<file path="config.mk">
export PLATFORM = sky130hd
export DESIGN_NAME = wb_bus_arbiter
export DESIGN_NICKNAME = d
export VERILOG_FILES = /design/src/rtl/wb_arb_pkg.sv /design/src/rtl/wb_arb_watchdog.sv /design/src/rtl/wb_bus_arbiter.sv
export SDC_FILE = /design/constraint.sdc
export NUM_CORES = 1
export LEC_CHECK = 0
export ABC_AREA = 1
export CAP_MARGIN = 20
export CORE_AREA = 4 4 121 123
export CTS_CLUSTER_DIAMETER = 80
export DETAILED_ROUTE_END_ITERATION = 8
export DIE_AREA = 0 0 125 127
export GPL_ROUTABILITY_DRIVEN = 0
export PLACE_DENSITY_LB_ADDON = 0.05
export SYNTH_ARGS = -nofsm -noshare
export SYNTH_HDL_FRONTEND = slang
export SYNTH_SLANG_ARGS = --single-unit
</file>
<file path="constraint.sdc">
create_clock -name wb_clk_i -period 3.9 [get_ports wb_clk_i]
set_input_delay 0.585 -clock wb_clk_i [delete_from_list [all_inputs] [get_ports wb_clk_i]]
set_output_delay 0.585 -clock wb_clk_i [all_outputs]
set_load 0.02 [all_outputs]
</file>
<file path="src/rtl/wb_arb_pkg.sv">
// Shared types and constants for the two-master Wishbone arbiter.
package wb_arb_pkg;

    localparam int unsigned ADR_W = 32;
    localparam int unsigned DAT_W = 32;
    localparam int unsigned SEL_W = 4;

    localparam logic [DAT_W-1:0] ERR_DATA_DEFAULT = 32'hDEADBEEF;

    typedef enum logic [1:0] {
        IDLE = 2'd0,
        OWN0 = 2'd1,
        OWN1 = 2'd2
    } arb_state_e;

    typedef struct packed {
        logic             cyc;
        logic             stb;
        logic             we;
        logic [SEL_W-1:0] sel;
        logic [ADR_W-1:0] adr;
        logic [DAT_W-1:0] dat;
    } wb_req_t;

    // Round-robin pick: on contention the master not served last wins.
    function automatic arb_state_e arbitrate(input logic req0, input logic req1, input logic last);
        arb_state_e pick;
        pick = IDLE;
        if (req0 && req1) begin
            pick = last ? OWN0 : OWN1;
        end else if (req0) begin
            pick = OWN0;
        end else if (req1) begin
            pick = OWN1;
        end
        return pick;
    endfunction

endpackage

</file>
<file path="src/rtl/wb_arb_watchdog.sv">
// Per-access wait counter; flags expiry when a strobe has waited TIMEOUT cycles.
module wb_arb_watchdog #(
    parameter int unsigned TIMEOUT = 255
) (
    input  logic clk,
    input  logic rst_n,
    input  logic clr,
    input  logic en,
    output logic expire
);

    localparam int unsigned CNT_W = (TIMEOUT == 0) ? 1 : $clog2(TIMEOUT + 1);

    logic [CNT_W-1:0] cnt_q;
    logic [CNT_W-1:0] cnt_d;

    // TIMEOUT of zero disables termination entirely.
    assign expire = (TIMEOUT != 32'd0) && en && (cnt_q == CNT_W'(TIMEOUT));

    always_comb begin
        cnt_d = cnt_q;
        if (clr || expire) begin
            cnt_d = '0;
        end else if (en && (TIMEOUT != 32'd0)) begin
            cnt_d = cnt_q + CNT_W'(1);
        end
    end

    always_ff @(posedge clk or negedge rst_n) begin
        if (!rst_n) begin
            cnt_q <= '0;
        end else begin
            cnt_q <= cnt_d;
        end
    end

endmodule

</file>
<file path="src/rtl/wb_bus_arbiter.sv">
// Two-master round-robin Wishbone classic arbiter with tenure lock and
// per-access watchdog termination.
module wb_bus_arbiter
    import wb_arb_pkg::*;
#(
    parameter int unsigned      TIMEOUT  = 255,
    parameter logic [DAT_W-1:0] ERR_DATA = ERR_DATA_DEFAULT
) (
    input  logic             wb_clk_i,
    input  logic             wb_rst_ni,

    input  logic             m0_cyc_i,
    input  logic             m0_stb_i,
    input  logic             m0_we_i,
    input  logic [SEL_W-1:0] m0_sel_i,
    input  logic [ADR_W-1:0] m0_adr_i,
    input  logic [DAT_W-1:0] m0_dat_i,
    output logic             m0_ack_o,
    output logic [DAT_W-1:0] m0_dat_o,

    input  logic             m1_cyc_i,
    input  logic             m1_stb_i,
    input  logic             m1_we_i,
    input  logic [SEL_W-1:0] m1_sel_i,
    input  logic [ADR_W-1:0] m1_adr_i,
    input  logic [DAT_W-1:0] m1_dat_i,
    output logic             m1_ack_o,
    output logic [DAT_W-1:0] m1_dat_o,

    output logic             s_cyc_o,
    output logic             s_stb_o,
    output logic             s_we_o,
    output logic [SEL_W-1:0] s_sel_o,
    output logic [ADR_W-1:0] s_adr_o,
    output logic [DAT_W-1:0] s_dat_o,
    input  logic             s_ack_i,
    input  logic [DAT_W-1:0] s_dat_i,

    output logic [1:0]       grant_o,
    output logic             timeout_o
);

    arb_state_e state_q;
    arb_state_e state_d;
    logic       last_q;
    logic       last_d;

    wb_req_t    m0_bus;
    wb_req_t    m1_bus;
    wb_req_t    own_bus;

    logic       m0_req;
    logic       m1_req;
    logic       own_act;
    logic       wd_clr;
    logic       wd_en;
    logic       expire;

    assign m0_bus = {m0_cyc_i, m0_stb_i, m0_we_i, m0_sel_i, m0_adr_i, m0_dat_i};
    assign m1_bus = {m1_cyc_i, m1_stb_i, m1_we_i, m1_sel_i, m1_adr_i, m1_dat_i};
    assign m0_req = m0_cyc_i & m0_stb_i;
    assign m1_req = m1_cyc_i & m1_stb_i;

    always_ff @(posedge wb_clk_i or negedge wb_rst_ni) begin
        if (!wb_rst_ni) begin
            state_q <= IDLE;
            last_q  <= 1'b1;
        end else begin
            state_q <= state_d;
            last_q  <= last_d;
        end
    end

    // Owner keeps the bus for its whole cyc tenure; release re-arbitrates in the same cycle.
    always_comb begin
        state_d = state_q;
        last_d  = last_q;
        case (state_q)
            IDLE:    state_d = arbitrate(m0_req, m1_req, last_q);
            OWN0:    if (!m0_cyc_i) state_d = arbitrate(m0_req, m1_req, last_q);
            OWN1:    if (!m1_cyc_i) state_d = arbitrate(m0_req, m1_req, last_q);
            default: state_d = IDLE;
        endcase
        if (state_d == OWN0) begin
            last_d = 1'b0;
        end else if (state_d == OWN1) begin
            last_d = 1'b1;
        end
    end

    always_comb begin
        own_bus = '0;
        case (state_q)
            OWN0:    own_bus = m0_bus;
            OWN1:    own_bus = m1_bus;
            default: own_bus = '0;
        endcase
    end

    assign own_act = own_bus.cyc & own_bus.stb;
    assign wd_en   = own_act & ~s_ack_i;
    assign wd_clr  = ~own_act | s_ack_i | (state_d != state_q);

    wb_arb_watchdog #(
        .TIMEOUT (TIMEOUT)
    ) u_watchdog (
        .clk    (wb_clk_i),
        .rst_n  (wb_rst_ni),
        .clr    (wd_clr),
        .en     (wd_en),
        .expire (expire)
    );

    assign s_cyc_o   = own_bus.cyc;
    assign s_stb_o   = own_bus.stb & ~expire;
    assign s_we_o    = own_bus.we;
    assign s_sel_o   = own_bus.sel;
    assign s_adr_o   = own_bus.adr;
    assign s_dat_o   = own_bus.dat;

    assign grant_o   = {state_q == OWN1, state_q == OWN0};
    assign timeout_o = expire;

    // A real ack always beats the watchdog since expire requires s_ack_i low.
    assign m0_ack_o  = (state_q == OWN0) & (s_ack_i | expire);
    assign m1_ack_o  = (state_q == OWN1) & (s_ack_i | expire);
    assign m0_dat_o  = (state_q == OWN0) ? (expire ? ERR_DATA : s_dat_i) : '0;
    assign m1_dat_o  = (state_q == OWN1) ? (expire ? ERR_DATA : s_dat_i) : '0;

endmodule
</file>
* After elaboration in Yosys (flattened, before gate mapping) *
Index checks and enable logic that the tools add are counted.

word-level totals
  register bits = 11
  input bits = 177
  output and inout port bits = 140
  word-level logic and storage cells = 44

operators by class
  add/sub/neg operators = 1
  eq/ne operators = 6
  mux-type cells = 15
  bitwise logic cells = 13
  reductions and logical operators = 6

operators by type and width
  operator                                                         count
  71-bit case mux with 2 select lines                              1
  32-bit two-way mux                                               3
  8-bit two-way mux                                                2
  2-bit two-way mux                                                6
  8-bit by 1-bit adder with 8-bit output, second input constant    1
  8-bit == test, second input constant                             1
  1-bit AND                                                        7
  2-bit case mux with 3 select lines                               1
  2-bit by 1-bit == test with 1-bit output, second input constant  2
  2-bit == test, second input constant                             2
  2-bit nonzero test                                               2
  1-bit NOT                                                        3
  1-bit bitwise OR                                                 3
  1-bit logical AND                                                2
  2-bit zero test                                                  1
  1-bit two-way mux                                                2
  2-bit != test                                                    1
  1-bit logical OR                                                 1

* Longest topological paths before layout *
  word-level depth = 10
  mapped depth = 12
  gate-level depth less buffers = 11

* By module *
A second synthesis with hierarchy kept.

second synthesis, totals
  cells, all modules = 463
  area, all modules = 2388.5 um^2

by module, submodules not included
  module           times used  cells each  area an instance (um^2)  seq. area each (um^2)
  wb_bus_arbiter   1           401         1871.8                   76.3
  wb_arb_watchdog  1           62          516.7                    200.2

* Worst setup path before layout *
OpenSTA, ideal clock, no wires.

  path kind = register -> output
  start point = register state_q[0]
  end point = output port s_stb_o
  arrival time = 2.223 ns
  data required time = 3.315 ns
  path slack = 1.092 ns
  cell stages (with the launch flop) = 9
  buffers on the path = 1
  path through = dfrtp_1 inv_1 ha_1 buf_4 nand2_1 nand2_1 nand2_1 nor4_1 nor2_1

between the ends
  cells in the longest elaborated chain, start to end = 7
  elaborated cells between the ends (all ways) = 8
  those cells by class = eq/ne: 2; mux: 1; bitwise: 4; reduce/logical: 1

ends and longest elaborated chain
  item                                 line                   source
  start, declared                      wb_bus_arbiter.sv:43   arb_state_e state_q;
  start signal, assigned               wb_bus_arbiter.sv:69   state_q <= state_d;
  2-bit == test                        n/a
  named net grant_o[1]                 wb_bus_arbiter.sv:39   output logic [1:0] grant_o,
  71-bit case mux with 2 select lines  wb_bus_arbiter.sv:93   case (state_q)
  1-bit AND                            wb_bus_arbiter.sv:100  assign own_act = own_bus.cyc & own_bus.stb;
  1-bit AND                            wb_bus_arbiter.sv:101  assign wd_en = own_act & ~s_ack_i;
  1-bit logical AND                    wb_arb_watchdog.sv:18  assign expire = (TIMEOUT != 32'd0) && en && (cnt_q == CNT_W'(TIMEOUT));
  named net timeout_o                  wb_bus_arbiter.sv:40   output logic timeout_o
  1-bit NOT                            wb_bus_arbiter.sv:115  assign s_stb_o = own_bus.stb & ~expire;
  1-bit AND                            wb_bus_arbiter.sv:115
  end, declared                        wb_bus_arbiter.sv:31   output logic s_stb_o,

The timed path passes the listed nets, and every way through them passes these cells.

* Worst setup path in the final report *
  start point = register state_q[0]
  end point = output port m1_dat_o[2]

between the ends
  cells in the longest elaborated chain, start to end = 7
  elaborated cells between the ends (all ways) = 8
  those cells by class = eq/ne: 2; mux: 3; bitwise: 2; reduce/logical: 1

ends and longest elaborated chain
  item                                                                       line                                         source
  2-bit == test or 2-bit by 1-bit == test with 1-bit output (tied branches)  wb_bus_arbiter.sv:93, wb_bus_arbiter.sv:128
  71-bit case mux with 2 select lines                                        wb_bus_arbiter.sv:93
  1-bit AND                                                                  wb_bus_arbiter.sv:100
  1-bit AND                                                                  wb_bus_arbiter.sv:101
  1-bit logical AND                                                          wb_arb_watchdog.sv:18
  32-bit two-way mux                                                         wb_bus_arbiter.sv:128                        assign m1_dat_o = (state_q == OWN1) ? (expire ? ERR_DATA : s_dat_i) : '0;
  32-bit two-way mux (*)                                                     wb_bus_arbiter.sv:128
  end, declared                                                              wb_bus_arbiter.sv:28                         output logic [DAT_W-1:0] m1_dat_o,

Mark *: on every way between the ends. The rest lies on a longest branch, timed or not.

==> impl_metrics.json <==
{
  "status": "finished, final reports clean",
  "max-cap-violations": 0,
  "die_w_microns": 125,
  "via_per_inst": 4.31,
  "final-hold-violation-count": 0,
  "wirelength_mm": 16.1,
  "syn_nets": 627,
  "syn-mean-instance-area_sq_um": 5.08,
  "required_ns": 3.31,
  "dieHeight_microns": 127,
  "row_count": 43,
  "drtPass1Iterations": 5,
  "synth_area_leader_cell": "nand2_1",
  "root_buffer": "clkbuf_16",
  "antenna_found_initial": 1,
  "grt_pass1_vias": 3889,
  "critPathCaptureType": "output port",
  "finalSetupTns_ns": 0,
  "grt_pass1_wl_mm": 23.1,
  "rsz0062_at_grt": "false",
  "synth.top_cells.by_count": "nand2_1, a21oi_1, inv_1",
  "core_sq_um": 13700,
  "setup_ws_ns": 0.478,
  "synthesis.instances": 444,
  "insertion_delay_ns": 0.23,
  "synth-seq-cells": 11,
  "grt-ovfl-total": 0,
  "portBuffers": 316,
  "worst_ep_arrival_time_ns": 2.84,
  "async_reset_ff_frac": 1.00,
  "die-area_sq_um": 15900,
  "ys_warn_count": 0,
  "grt_use_total": 0.183,
  "dpl_cell_area_sq_um": 5560,
  "synth_flop_cell": "dfrtp_1",
  "drive_gt1_frac": 0.0407,
  "nNetsFinal": 921,
  "crit_fanout": 61,
  "synth_top_area_share": 0.301,
  "ant_nets": 0,
  "ys_types": 21,
  "leakage_nw": 2.09,
  "holdBufCountCts": 0,
  "cts_resized": 0,
  "drv_slew": 0,
  "post-route-util": 0.413,
  "clk_pin_slew_worst_paths_ns": 0.04,
  "grt_max_degree": 62,
  "peakVddDrop_mv": 0.289,
  "top_usage_layer": "met2",
  "period_share": 0.878,
  "met2_usage": 0.340,
  "relSlewSlack": 0.330,
  "vias": 3958,
  "grtUsageMet1": 0.207,
  "areaGrowthSynthToFinish_pct": 150,
  "yosysMostFrequentCell": "nand2_1",
  "powerDensity_nw_per_um2": 245,
  "hp-class": "register to register",
  "grt_util_met3": 0.0535,
  "fin_skew_ns": 0.000256,
  "slowest_stage": "clkdlybuf4s50_1",
  "dr.first_iter.drc_count": 183,
  "synthTopCellsByArea": "nand2_1, a21oi_1, dfrtp_1",
  "cts.sinks": 11,
  "clock_path_buffers": 2,
  "cts_setup_buffers": 0,
  "h-tree-depth": 1,
  "pre_cts_slack_ns": 0.648,
  "crit_type": "register to output port",
  "fin_area_sq_um": 5640,
  "hpwl_mm": 13.3,
  "start_kind": "register",
  "post_drt_wl_per_cell_microns": 17.5,
  "cts_made_buffers": 3,
  "slowest_delay_ns": 0.62,
  "synth_edf_count": 0,
  "crit_chain": "inv_1, ha_2, buf_12, inv_1, buf_4, a21oi_1, clkdlybuf4s50_1",
  "seq_area_frac_synth": 0.123,
  "syn_area_sq_um": 2250,
  "remaining_drc_errors": 0,
  "fin_crit_ns": 3.42,
  "start_util": 0.165,
  "cts_tree": "built",
  "timing.fmax_mhz": 292,
  "whs_ns": 0.475,
  "cp_common_cell": "inv_1",
  "worstMarginPinSlew_ns": 1.00,
  "num_io_pins": 317,
  "final-setup-viol-count": 0
}
-- worst max-delay path: cells and delay by family (launching register included) --
family,cells,cell delay [ns]
flip-flops,1,0.42
buffers and inverters,5,1.54
AO/OA/AOI/OAI,1,0.17
adder cells (fa/ha/maj),1,0.40
-- power by group --
group	switching (W)	internal, W
registers	0.00000939	0.000127
logic	0.000577	0.000483
clock network	0.0000466	0.000137
total	0.000633	0.000747
-- flip-flops by register name (all words and copies together) (netlist names) --
name	flops
last_q	1
u_watchdog.cnt_q	8
state_q	2
-- metrics by stage --
stage,power [W],instances
2_1_floorplan,0.000645,444
3_3_place_gp,0.00120,913
3_5_place_dp,0.00121,913
4_1_cts,0.00140,917
5_1_grt,0.00147,917
6_report,0.00138,918
-- final cells by class --
class,instances,area (sq um)
clock buffers,4,78.8
repair buffers,324,3250
inverters,45,169
flip-flops and latches,11,277
multi-input cells,353,1640
diodes,1,2.50
fillers,1445,8020
well taps,180,225
-- path summary, 6_finish.rpt --
kind,endpoint,slack [ns],start,depth (start not counted)
max in group asynchronous,last_q$_DFFE_PN1P_,2.87,wb_rst_ni,1
worst max register to register,u_watchdog.cnt_q[1]$_DFFE_PN0P_,1.40,state_q[1]$_DFF_PN0_,11
worst min-delay path,u_watchdog.cnt_q[0]$_DFFE_PN0P_,0.47,u_watchdog.cnt_q[0]$_DFFE_PN0P_,1
min in group asynchronous,u_watchdog.cnt_q[3]$_DFFE_PN0P_,0.68,wb_rst_ni,1
worst min register to register,u_watchdog.cnt_q[0]$_DFFE_PN0P_,0.47,u_watchdog.cnt_q[0]$_DFFE_PN0P_,1
worst max-delay path,m1_dat_o[2],0.48,state_q[0]$_DFF_PN0_,7
-- routing by layer --
layer	vias to the layer above	wire length, microns
li1	1995	-
met1	1754	6130
met2	187	8150
met3	20	1370
met4	2	406
met5	-	13
-- cell families (layout without fill, tap and decap cells) --
kind of cell	Yosys count	after routing	share of synthesized area
and+or+nand+nor	222	222	0.384
AOI/OAI and AO/OA	120	120	0.289
buffers and inverters	80	373	0.151
DFF	11	11	0.123
adders and majority gates	6	6	0.0333
xor gates and xnor gates	5	5	0.0194
other	0	1	0
-- placed cells by master (no fill, tap or decap) --
cell type and instances:
nor2_2 1, buf_4 6, a21oi_2 13, ha_2 2, inv_1 44, nor3_1 9, clkbuf_16 3, dfstp_2 1
clkdlybuf4s50_1 316, nor4_1 2, clkbuf_1 1, o21a_1 1, nand2_2 1, nor2_1 18, a21oi_1 105, buf_12 2
dfrtp_1 10, diode_2 1, o21ai_0 1, xnor2_1 1, nand2_1 180, ha_1 4, xor2_1 4, nand3_1 11
inv_2 1
Note: power is estimated with default switching activity, not from simulation.
